[src/rtl/adder_arbiter.sv]
// adder_arbiter: round-robin arbiter + 3-step sequencer sharing one pipelined adder among NREQ requesters.
// Latency: request seen in IDLE at edge t -> gnt/EN/S0 in cycle t+1, done pulse in cycle t+4, IDLE in t+5.
// Backpressure: level req held until done; losers simply keep requesting. Build option: ADDER_ARB_FIXED_PRIO_EN.
module adder_arbiter #(
  parameter int NREQ = 4
) (
  input  logic            clk,
  input  logic            reset,
  input  logic [NREQ-1:0] req,
  output logic [NREQ-1:0] gnt,
  output logic [NREQ-1:0] done,
  output logic            busy,
  output logic            EN,
  output logic            S0,
  output logic            S1,
  output logic            S2
);

  localparam int IW = (NREQ > 1) ? $clog2(NREQ) : 1;

  typedef enum logic [2:0] {
    ST_IDLE,
    ST_A,
    ST_B,
    ST_C,
    ST_DONE
  } state_t;

  state_t        state;
  logic [IW-1:0] owner;
  logic [IW-1:0] win;

  function automatic logic [NREQ-1:0] onehot(input logic [IW-1:0] i);
    onehot    = '0;
    onehot[i] = 1'b1;
  endfunction

`ifdef ADDER_ARB_FIXED_PRIO_EN
  // Lowest set request index wins; scanning downwards leaves the lowest one last.
  always_comb begin
    win = '0;
    for (int i = NREQ - 1; i >= 0; i--) begin
      if (req[i]) win = IW'(i);
    end
  end
`else
  logic [IW-1:0] last;

  // Rotating search starting just after the previous winner, wrapping at NREQ.
  always_comb begin
    int   idx;
    logic found;
    idx   = 0;
    found = 1'b0;
    win   = last;
    for (int k = 1; k <= NREQ; k++) begin
      idx = int'(last) + k;
      if (idx >= NREQ) idx = idx - NREQ;
      if (!found && req[IW'(idx)]) begin
        win   = IW'(idx);
        found = 1'b1;
      end
    end
  end
`endif

  // Sequencer: state and all outputs registered together so outputs follow state with no decode glitches.
  always_ff @(posedge clk or negedge reset) begin
    if (!reset) begin
      state <= ST_IDLE;
      owner <= '0;
`ifndef ADDER_ARB_FIXED_PRIO_EN
      last  <= IW'(NREQ - 1);
`endif
      gnt   <= '0;
      done  <= '0;
      busy  <= 1'b0;
      EN    <= 1'b0;
      S0    <= 1'b0;
      S1    <= 1'b0;
      S2    <= 1'b0;
    end else begin
      case (state)
        ST_IDLE: begin
          if (|req) begin
            state <= ST_A;
            owner <= win;
`ifndef ADDER_ARB_FIXED_PRIO_EN
            last  <= win;
`endif
            gnt   <= onehot(win);
            busy  <= 1'b1;
            EN    <= 1'b1;
            S0    <= 1'b1;
          end
        end
        ST_A: begin
          state <= ST_B;
          S0    <= 1'b0;
          S1    <= 1'b1;
        end
        ST_B: begin
          state <= ST_C;
          S2    <= 1'b1;
        end
        ST_C: begin
          state <= ST_DONE;
          EN    <= 1'b0;
          S1    <= 1'b0;
          S2    <= 1'b0;
          done  <= onehot(owner);
        end
        ST_DONE: begin
          state <= ST_IDLE;
          done  <= '0;
          gnt   <= '0;
          busy  <= 1'b0;
        end
        default: begin
          state <= ST_IDLE;
          gnt   <= '0;
          done  <= '0;
          busy  <= 1'b0;
          EN    <= 1'b0;
          S0    <= 1'b0;
          S1    <= 1'b0;
          S2    <= 1'b0;
        end
      endcase
    end
  end

endmodule
[config.mk]
export PLATFORM = sky130hd
export DESIGN_NAME = adder_arbiter
export DESIGN_NICKNAME = d
export VERILOG_FILES = /design/src/rtl/adder_arbiter.sv
export SDC_FILE = /design/constraint.sdc
export NUM_CORES = 1
export LEC_CHECK = 0
export BUFFER_PORTS_ARGS = -buffer_cell sky130_fd_sc_hd__buf_2
export CAP_MARGIN = 25
export CELL_PAD_IN_SITES_DETAIL_PLACEMENT = 0
export CELL_PAD_IN_SITES_GLOBAL_PLACEMENT = 2
export CORE_MARGIN = 2
export CORE_UTILIZATION = 31
export DETAILED_ROUTE_END_ITERATION = 10
export HOLD_SLACK_MARGIN = 0.05
export PLACE_DENSITY_LB_ADDON = 0.1
export SYNTH_ARGS = -nofsm -noshare
export SYNTH_HDL_FRONTEND = slang
export SYNTH_SLANG_ARGS = --single-unit
export TNS_END_PERCENT = 30
[constraint.sdc]
create_clock -name clk -period 1.9 [get_ports clk]
set_input_delay 0.095 -clock clk [delete_from_list [all_inputs] [get_ports clk]]
set_output_delay 0.095 -clock clk [all_outputs]
set_load 0.02 [all_outputs]
---- After elaboration in Yosys (flattened, before gate mapping) ----
Index checks and enable logic that the tools add are counted.
Widths: inputs -> output; s select.
storage, ports and cells
  word-level logic and storage cells ...... 96
  output and inout bits ................... 13
  memories ................................ 0
  input bits .............................. 6
  bits in latches ......................... 0
  bits in registers ....................... 20
  ROM bits ................................ 0
  bits in writable memories ............... 0
operators by class
  add/subtract/negate cells ............... 8
  eq/ne operators ......................... 5
  order comparisons ....................... 12
  shift-type cells ........................ 0
  mux-type cells .......................... 38
  reductions and logical operators ........ 20
  divide/modulo/power cells ............... 0
  bitwise logic cells ..................... 3
  multiply operators ...................... 0
operators by type and width
  operator             number
  $reduce_or 3->1      6
  $lt 2x4->1 const B   4
  $mux 2               8
  $pmux 4 s2           2
  $mux 1               14
  $pmux 3 s4           1
  $pmux 1 s2           5
  $ge 3x3->1 const B   3
  $bmux 1 s2           4
  $reduce_and 2->1     4
  $sub 2x1->2 const B  4
  $add 2x2->3 const B  2
  $eq 3x2->1 const B   2
  $lt 2x3->1 const B   2
  $logic_and 1x1->1    5
  $add 2x3->4 const B  1
  $demux 1 s2          2
  $ge 2x1->1 const B   2
  $ge 4x3->1 const B   1
  $mux 4               1
  $reduce_or 4->1      1
  $add 2x1->3 const B  1
  $eq 3x1->1 const B   1
  $eq 3x3->1 const B   1
  other kinds (5)      9

---- Longest topological paths before layout ----
Gate-level depths: netlist of run 1.
  depth in word-level cells ............... 22
  depth in mapped cells ................... 5
  gate-level depth less buffers ........... 4

---- Worst setup path after synthesis of run 1 ----
Ideal clock, no wire load.
  path type ............................... register to register
  from .................................... reg last[1]
  to ...................................... reg gnt[1]
  data required time ...................... 1.758 ns
  stages on the path, launching flop included .. 6
  library setup time ...................... 0.142 ns
  setup slack ............................. 0.516 ns
  buffers on the path ..................... 1
  clock period less this slack ............ 1.384 ns
  arrival time ............................ 1.242 ns
  cell sequence ........................... dfstp_2 -> buf_6 -> mux2i_1 -> nor2_1 -> nor3_1 -> o32ai_1
between the ends
  longest elaborated chain between the ends .. 22
  elaborated cells between the ends (all ways) .. 48
  those cells by class .................... add/sub (8); order compare (6); mux (27); reduce/logical (7)
RTL lines
  element                                                         line  text
  from (decl)                                                     47    logic [IW-1:0] last;
  from (signal assigned)                                          73    last <= IW'(NREQ - 1);
  from (signal assigned)                                          89    last <= win;
  $add 2x1->3                                                     57    idx = int'(last) + k;
  $ge 3x3->1 or $sub 2x1->2 (tied branches)                       58    if (idx >= NREQ) idx = idx - NREQ;
  $mux 2                                                          58
  $bmux 1 s2                                                      59    if (!found && req[IW'(idx)]) begin
  $mux 1 (not written as such) (2 in a row)                       59
  $mux 1                                                          59
  $logic_not 1->1                                                 59
  $logic_and 1x1->1                                               59
  [5 not listed]                                                  -
  $logic_and 1x1->1                                               59
  $mux 2 *                                                        59
  $lt 2x3->1 (not written as such) or $ge 2x1->1 (tied branches)  35    onehot[i] = 1'b1;
  $logic_and 1x1->1 (not written as such)                         35
  $mux 1 (not written as such)                                    35
  $demux 1 s2 *                                                   35
  $mux 4 *                                                        85    if (|req) begin
  $pmux 4 s2 *                                                    83    case (state)
  to (signal assigned)                                            91    gnt <= onehot(win);
  to (decl)                                                       10    output logic [NREQ-1:0] gnt,
Mark *: on every way between the ends. The rest lies on a longest branch, timed or not. The select of a mux whose other input is x is not followed.
A chain may end at the register's enable or synchronous reset.

---- Worst setup path after layout of run 1 ----
Same ends and word-level chain as after synthesis.

==> impl_metrics.env, run 1 <==
export IMPL_num_vias=739
export IMPL_place_congestion=0.7080
export IMPL_drc=0
export IMPL_yosysWarningCount=0
export IMPL_post_drt_wl_per_cell_um=12.80
export IMPL_viasPerCell=5.027
export IMPL_fin_worst_skew_ps=10.91
export IMPL_grt_max_degree=21
export IMPL_fin_setup_tns_ps=0
export IMPL_drtAntennaViolNets=0
export IMPL_cts_root_buffer="clkbuf_4"
export IMPL_status="finished clean"
export IMPL_max_freq_mhz=650.7
export IMPL_tightest_slew_ps=497.4
export IMPL_drt_iter0_markers=20
export IMPL_worst_setup_path_start_kind="flop"
export IMPL_setup_viol=0
export IMPL_start_util=0.3200
export IMPL_grt_pass1_wl_um=3270
export IMPL_min_period_over_period=0.8088
export IMPL_synth_cell_types=30
export IMPL_grt_pass1_vias=691
export IMPL_crit_fanout=8
export IMPL_p_per_area_mw_per_mm2=1802
export IMPL_synth_area_per_cell_um2=10.33
export IMPL_cts_max_level=1
export IMPL_clk_path_buf_depth=2
export IMPL_finish_utilization=0.3704
export IMPL_coreArea_mm2=0.003003
export IMPL_end_kind="flop"
export IMPL_rows=20
export IMPL_worstSetupPathType="reg -> reg"
export IMPL_die_h_um=59.68
export IMPL_drive_above_1_share=0.2719
export IMPL_drt_total_wl_um=1882
export IMPL_dr_pass1_iters=4
export IMPL_die_w_um=59.68
export IMPL_cts_sink_count=20
export IMPL_dp_hpwl_um=1331
export IMPL_io_pins=19
export IMPL_area_growth_pct=15.76
export IMPL_yosys_register_bits=20
export IMPL_ys_seq_area_frac=0.5234
export IMPL_post_cts_buffers=0
export IMPL_hold_viol_final=0
export IMPL_nNetsFinal=121
export IMPL_stdcell_area_mm2=0.001112
export IMPL_place_area_mm2=0.001076
export IMPL_synth_area_top_cells="dfrtp_1 (47%), dfstp_2 (5.5%), nor2_1 (5.1%)"
export IMPL_cts_buffers=3
export IMPL_syn_instance_count=93
export IMPL_drv_slew=0
export IMPL_peakVddDrop_mv=0.5341
export IMPL_period_needed_ps=1537
export IMPL_min_path_type="in -> async"
export IMPL_overflow=0
export IMPL_cts_tree="built"
export IMPL_track_usage=0.1245
export IMPL_antenna_found_initial=0
export IMPL_clk_latency_ps=300
export IMPL_critPathArrivalTime_ps=1700
export IMPL_r2r_start="last[1]"
export IMPL_worstPathRequired_ps=2060
export IMPL_yosys_area_top_type="dfrtp_1"
export IMPL_yosysTopAreaCellShare=0.4688
export IMPL_rsz0062_at_grt="false"
export IMPL_io_buffers=18
export IMPL_leakage_nw=0.5049
export IMPL_netlist_area_um2=960.9
export IMPL_cap_violations=0
export IMPL_clkTransAtPathRegs_ps=120
export IMPL_diodes=0
export IMPL_dieArea_mm2=0.003561
export IMPL_slew_headroom=0.6659
export IMPL_synth_fp_nets=99
export IMPL_critPathLaunch="last[1]"
## sequential cells by signal, indices dropped and copies added (netlist names)
register / flops
done: 4
gnt: 4
state: 3
last: 2
owner: 2
EN: 1
S0: 1
S1: 1
S2: 1
busy: 1
## cell families (layout without fill, tap and decap cells)
| logic type | after synthesis | after routing | synth area share |
|---|---|---|---|
| AND/OR/NAND/NOR | 37 | 37 | 0.2383 |
| AO/OA/AOI/OAI | 24 | 24 | 0.1575 |
| flip-flops | 20 | 20 | 0.5234 |
| buffers and inverters | 10 | 31 | 0.05989 |
| multiplexers | 2 | 2 | 0.02083 |
## cells in the mapped netlist
cell      number
a211oi_1       1
a21o_1         2
a21oi_1        9
a31oi_1        1
and3b_1        1
buf_2          1
buf_4          1
buf_6          2
clkbuf_1       1
dfrtp_1       18
dfstp_2        2
inv_1          5
mux2i_1        2
nand2_1        6
nand2_2        1
nand2b_1       4
nand2b_2       1
nand3b_1       1
nand4_1        1
nor2_1        13
nor3_1         3
nor3_4         1
nor3b_1        2
nor4_4         2
o21a_1         2
o21ai_0        2
o21ai_1        2
o31ai_1        1
o32ai_1        4
or3_1          1
## stage by stage
stage / setup slack, ps / power (W) / instances / hold slack, ps
2_1_floorplan: 515.8 / 0.001560 / 93 / -200.6
3_3_place_gp: 435.2 / 0.001801 / 142 / 74.21
3_5_place_dp: 408.4 / 0.001807 / 142 / 72.62
4_1_cts: 386.5 / 0.002029 / 147 / 249.0
5_1_grt: 197.2 / 0.002198 / 147 / 281.1
6_report: 363.2 / 0.002004 / 147 / 252.0
## layer usage
layer  track usage  wire length, um  vias up
li1              -                -      366
met4       0.05714               32        0
met1        0.1694              917      353
met2        0.1894              860       16
met5             0                0        -
met3       0.02597               73        4
## report_power, final
group          switching, W  leakage, nW  internal (W)
clock network      0.000134       0.0150     0.0000817
registers          0.000159        0.244      0.000639
logic              0.000588        0.246      0.000403
total              0.000880        0.505       0.00112
## final timing paths
| path | endpoint | slack, ps | cells past startpoint |
|---|---|---|---|
| max in group asynchronous | last[1] | 1290 | 2 |
| worst max-delay path | gnt[1] | 360 | 4 |
| min in group clk | state[0] | 260 | 3 |
| worst max register to register | gnt[1] | 360 | 4 |
| worst min register to register | busy | 500 | 2 |
| worst min-delay path | S0 | 250 | 2 |
## worst max-delay path, stage by stage, from the launching register on
cell and delay (ps):
dfstp_2 610, mux2i_1 190, nor2_1 60, nor3_1 400, o32ai_1 140
## final cells by class
type,instances,area (um^2)
multi-input combinational,63,400.4
tap,33,41.29
sequential,20,503.0
fill,312,1891
timing repair buffer,22,122.6
inverter,5,18.77
clock buffer,4,26.28
## cell usage in the layout (no fill, tap or decap)
| master | count |
|---|---|
| nand2b_1 | 4 |
| inv_1 | 5 |
| buf_2 | 18 |
| nand2_2 | 1 |
| a21oi_1 | 9 |
| nand2_1 | 6 |
| mux2i_1 | 2 |
| dfstp_2 | 2 |
| nand4_1 | 1 |
| nor4_4 | 2 |
| clkbuf_4 | 3 |
| nand3b_1 | 1 |
| nor2_1 | 13 |
| buf_4 | 3 |
| nand2b_2 | 1 |
| o21ai_1 | 2 |
| o32ai_1 | 4 |
| nor3_4 | 1 |
| o21ai_0 | 2 |
| o31ai_1 | 1 |
| or3_1 | 1 |
| nor3_1 | 3 |
| dlygate4sd3_1 | 1 |
| nor3b_1 | 2 |
| a211oi_1 | 1 |
| and3b_1 | 1 |
| clkbuf_1 | 1 |
| dfrtp_1 | 18 |
| a21o_1 | 2 |
| a31oi_1 | 1 |
| o21a_1 | 2 |
## timing repair
item | CTS | global route
hold endpoints to repair | 18 | 0
gates resized for setup | 0 | 0
hold buffers | 1 | 0
No activity file was read; power rests on OpenSTA's default activity.
==> run 2, diff against run 1 <==
- clock period: 1.9 -> 1.44 ns (I/O delays scaled with it)
==> impl_metrics.env, run 2 (synthesis gave the netlist of run 1 again) <==
export IMPL_status="finished clean"
export IMPL_top_regs="done (4), gnt (4), state (3)"
export IMPL_leakage_nw=0.5398
export IMPL_r2r_start="last[1]"
export IMPL_slew_headroom=0.6844
export IMPL_multiInputGateArea_um2=425.4
export IMPL_die_h_um=59.68
export IMPL_dp_hpwl_um=1405
export IMPL_min_path_type="in -> async"
export IMPL_hold_viol_final=0
export IMPL_die_w_um=59.68
export IMPL_dr_pass1_iters=4
export IMPL_drc=0
export IMPL_rows=20
export IMPL_drt_total_wl_um=1957
export IMPL_cp_buffers_inverters=0
export IMPL_drtAntennaViolNets=0
export IMPL_fin_setup_tns_ps=0
export IMPL_start_util=0.3200
export IMPL_nNetsFinal=125
export IMPL_period_needed_ps=1397
export IMPL_grt_pass1_wl_um=3429
export IMPL_overflow=0
export IMPL_cts_buffers=3
export IMPL_min_period_over_period=0.9701
export IMPL_end_kind="flop"
export IMPL_worst_setup_path_start_kind="flop"
export IMPL_grt_pass1_vias=736
export IMPL_cts_root_buffer="clkbuf_4"
export IMPL_post_drt_wl_per_cell_um=12.96
export IMPL_critPathArrivalTime_ps=1600
export IMPL_cpLargestDelayFamily="flip-flops"
export IMPL_track_usage=0.1293
export IMPL_tightest_slew_ps=473.4
export IMPL_cap_violations=0
export IMPL_ff_latch_area_um2=503.0
export IMPL_dieArea_mm2=0.003561
export IMPL_drive_above_1_share=0.3305
export IMPL_critPathLaunch="last[1]"
export IMPL_peakVddDrop_mv=1.109
export IMPL_place_congestion=0.7144
export IMPL_finish_utilization=0.3921
export IMPL_cts_max_level=1
export IMPL_rsz0062_at_grt="true"
export IMPL_slowest_stage="dfstp_2"
export IMPL_io_buffers=18
export IMPL_grt_max_degree=21
export IMPL_clk_latency_ps=290
export IMPL_num_vias=735
export IMPL_diodes=0
export IMPL_cts_sink_count=20
export IMPL_clkTransAtPathRegs_ps=110
export IMPL_p_per_area_mw_per_mm2=2397
export IMPL_io_pins=19
export IMPL_cts_tree="built"
export IMPL_hold_worst_slack_ps=257.3
export IMPL_antenna_found_initial=0
export IMPL_viasPerCell=4.868
export IMPL_crit_fanout=4
export IMPL_drv_slew=0
export IMPL_coreArea_mm2=0.003003
export IMPL_worstPathRequired_ps=1650
export IMPL_setup_viol=0
export IMPL_fin_worst_skew_ps=2.687
export IMPL_num_fill_cells=307
export IMPL_area_growth_pct=22.53
export IMPL_max_freq_mhz=715.9
export IMPL_worstSetupPathType="reg -> reg"
export IMPL_drt_iter0_markers=35
export IMPL_crit_path_max_incr_delay_ps=570
export IMPL_worstPathCellList="mux2i_1 > nor2_1 > or3_4 > o32ai_2"
export IMPL_mostFrequentLayoutCells="dfrtp_1 (18), buf_2 (18), nor2_1 (13), a21oi_1 (9), buf_4 (7)"
export IMPL_clk_path_buf_depth=2
==> run 2: through the flow <==
| stage | total power, W | cells | setup slack, ps | area (um^2) |
|---|---|---|---|---|
| 2_1_floorplan | 0.002059 | 93 | 55.83 | 960.9 |
| 5_1_grt | 0.003107 | 151 | -57.01 | 1177 |
| 6_report | 0.002822 | 151 | 43.07 | 1177 |
| 3_3_place_gp | 0.002418 | 145 | 50.94 | 1099 |
| 3_5_place_dp | 0.002445 | 145 | -4.053 | 1099 |
| 4_1_cts | 0.002855 | 151 | 9.080 | 1172 |
==> run 2: area by class of cell <==
| type | count | share of cell area |
|---|---|---|
| clock buffer | 4 | 0.03082 |
| inverter | 5 | 0.01594 |
| multi-input combinational | 63 | 0.3613 |
| sequential | 20 | 0.4272 |
| tap | 33 | 0.03507 |
| timing repair buffer | 26 | 0.1296 |
==> run 2: path summary, 6_finish.rpt <==
path,end,slack (ps),depth (start not counted)
hold / removal,gnt[2],260,2
setup / recovery,gnt[2],40,4
hold reg to reg,busy,510,2
min in group clk,last[0],310,5
setup reg to reg,gnt[2],40,4
max in group asynchronous,last[0],840,2
==> run 2: per-layer routing <==
metal | global-route usage | up-vias | wire length, um
met3 | 0.04545 | 2 | 66
met1 | 0.1728 | 344 | 962
met4 | 0.02857 | 0 | 16
li1 | - | 377 | -
met2 | 0.2019 | 12 | 912
met5 | 0 | - | 0
==> run 2: worst register-to-register path: stages (launching register included) <==
cell and delay, ps:
dfstp_2 570, mux2i_1 190, nor2_1 80, or3_4 380
o32ai_2 90
==> run 2: report_power, final <==
part           switching, W  internal (W)
clock network      0.000164      0.000154
logic              0.000816      0.000628
registers          0.000218      0.000843
total               0.00120       0.00162
==> run 2: repair_timing <==
item                                    4_1_cts  5_1_grt
setup buffers                                 1        0
pin swaps                                     1        3
hold buffers                                  1        0
endpoints found under the hold margin        18        0
resized for setup                             3        1
endpoints found under the setup margin        2        7
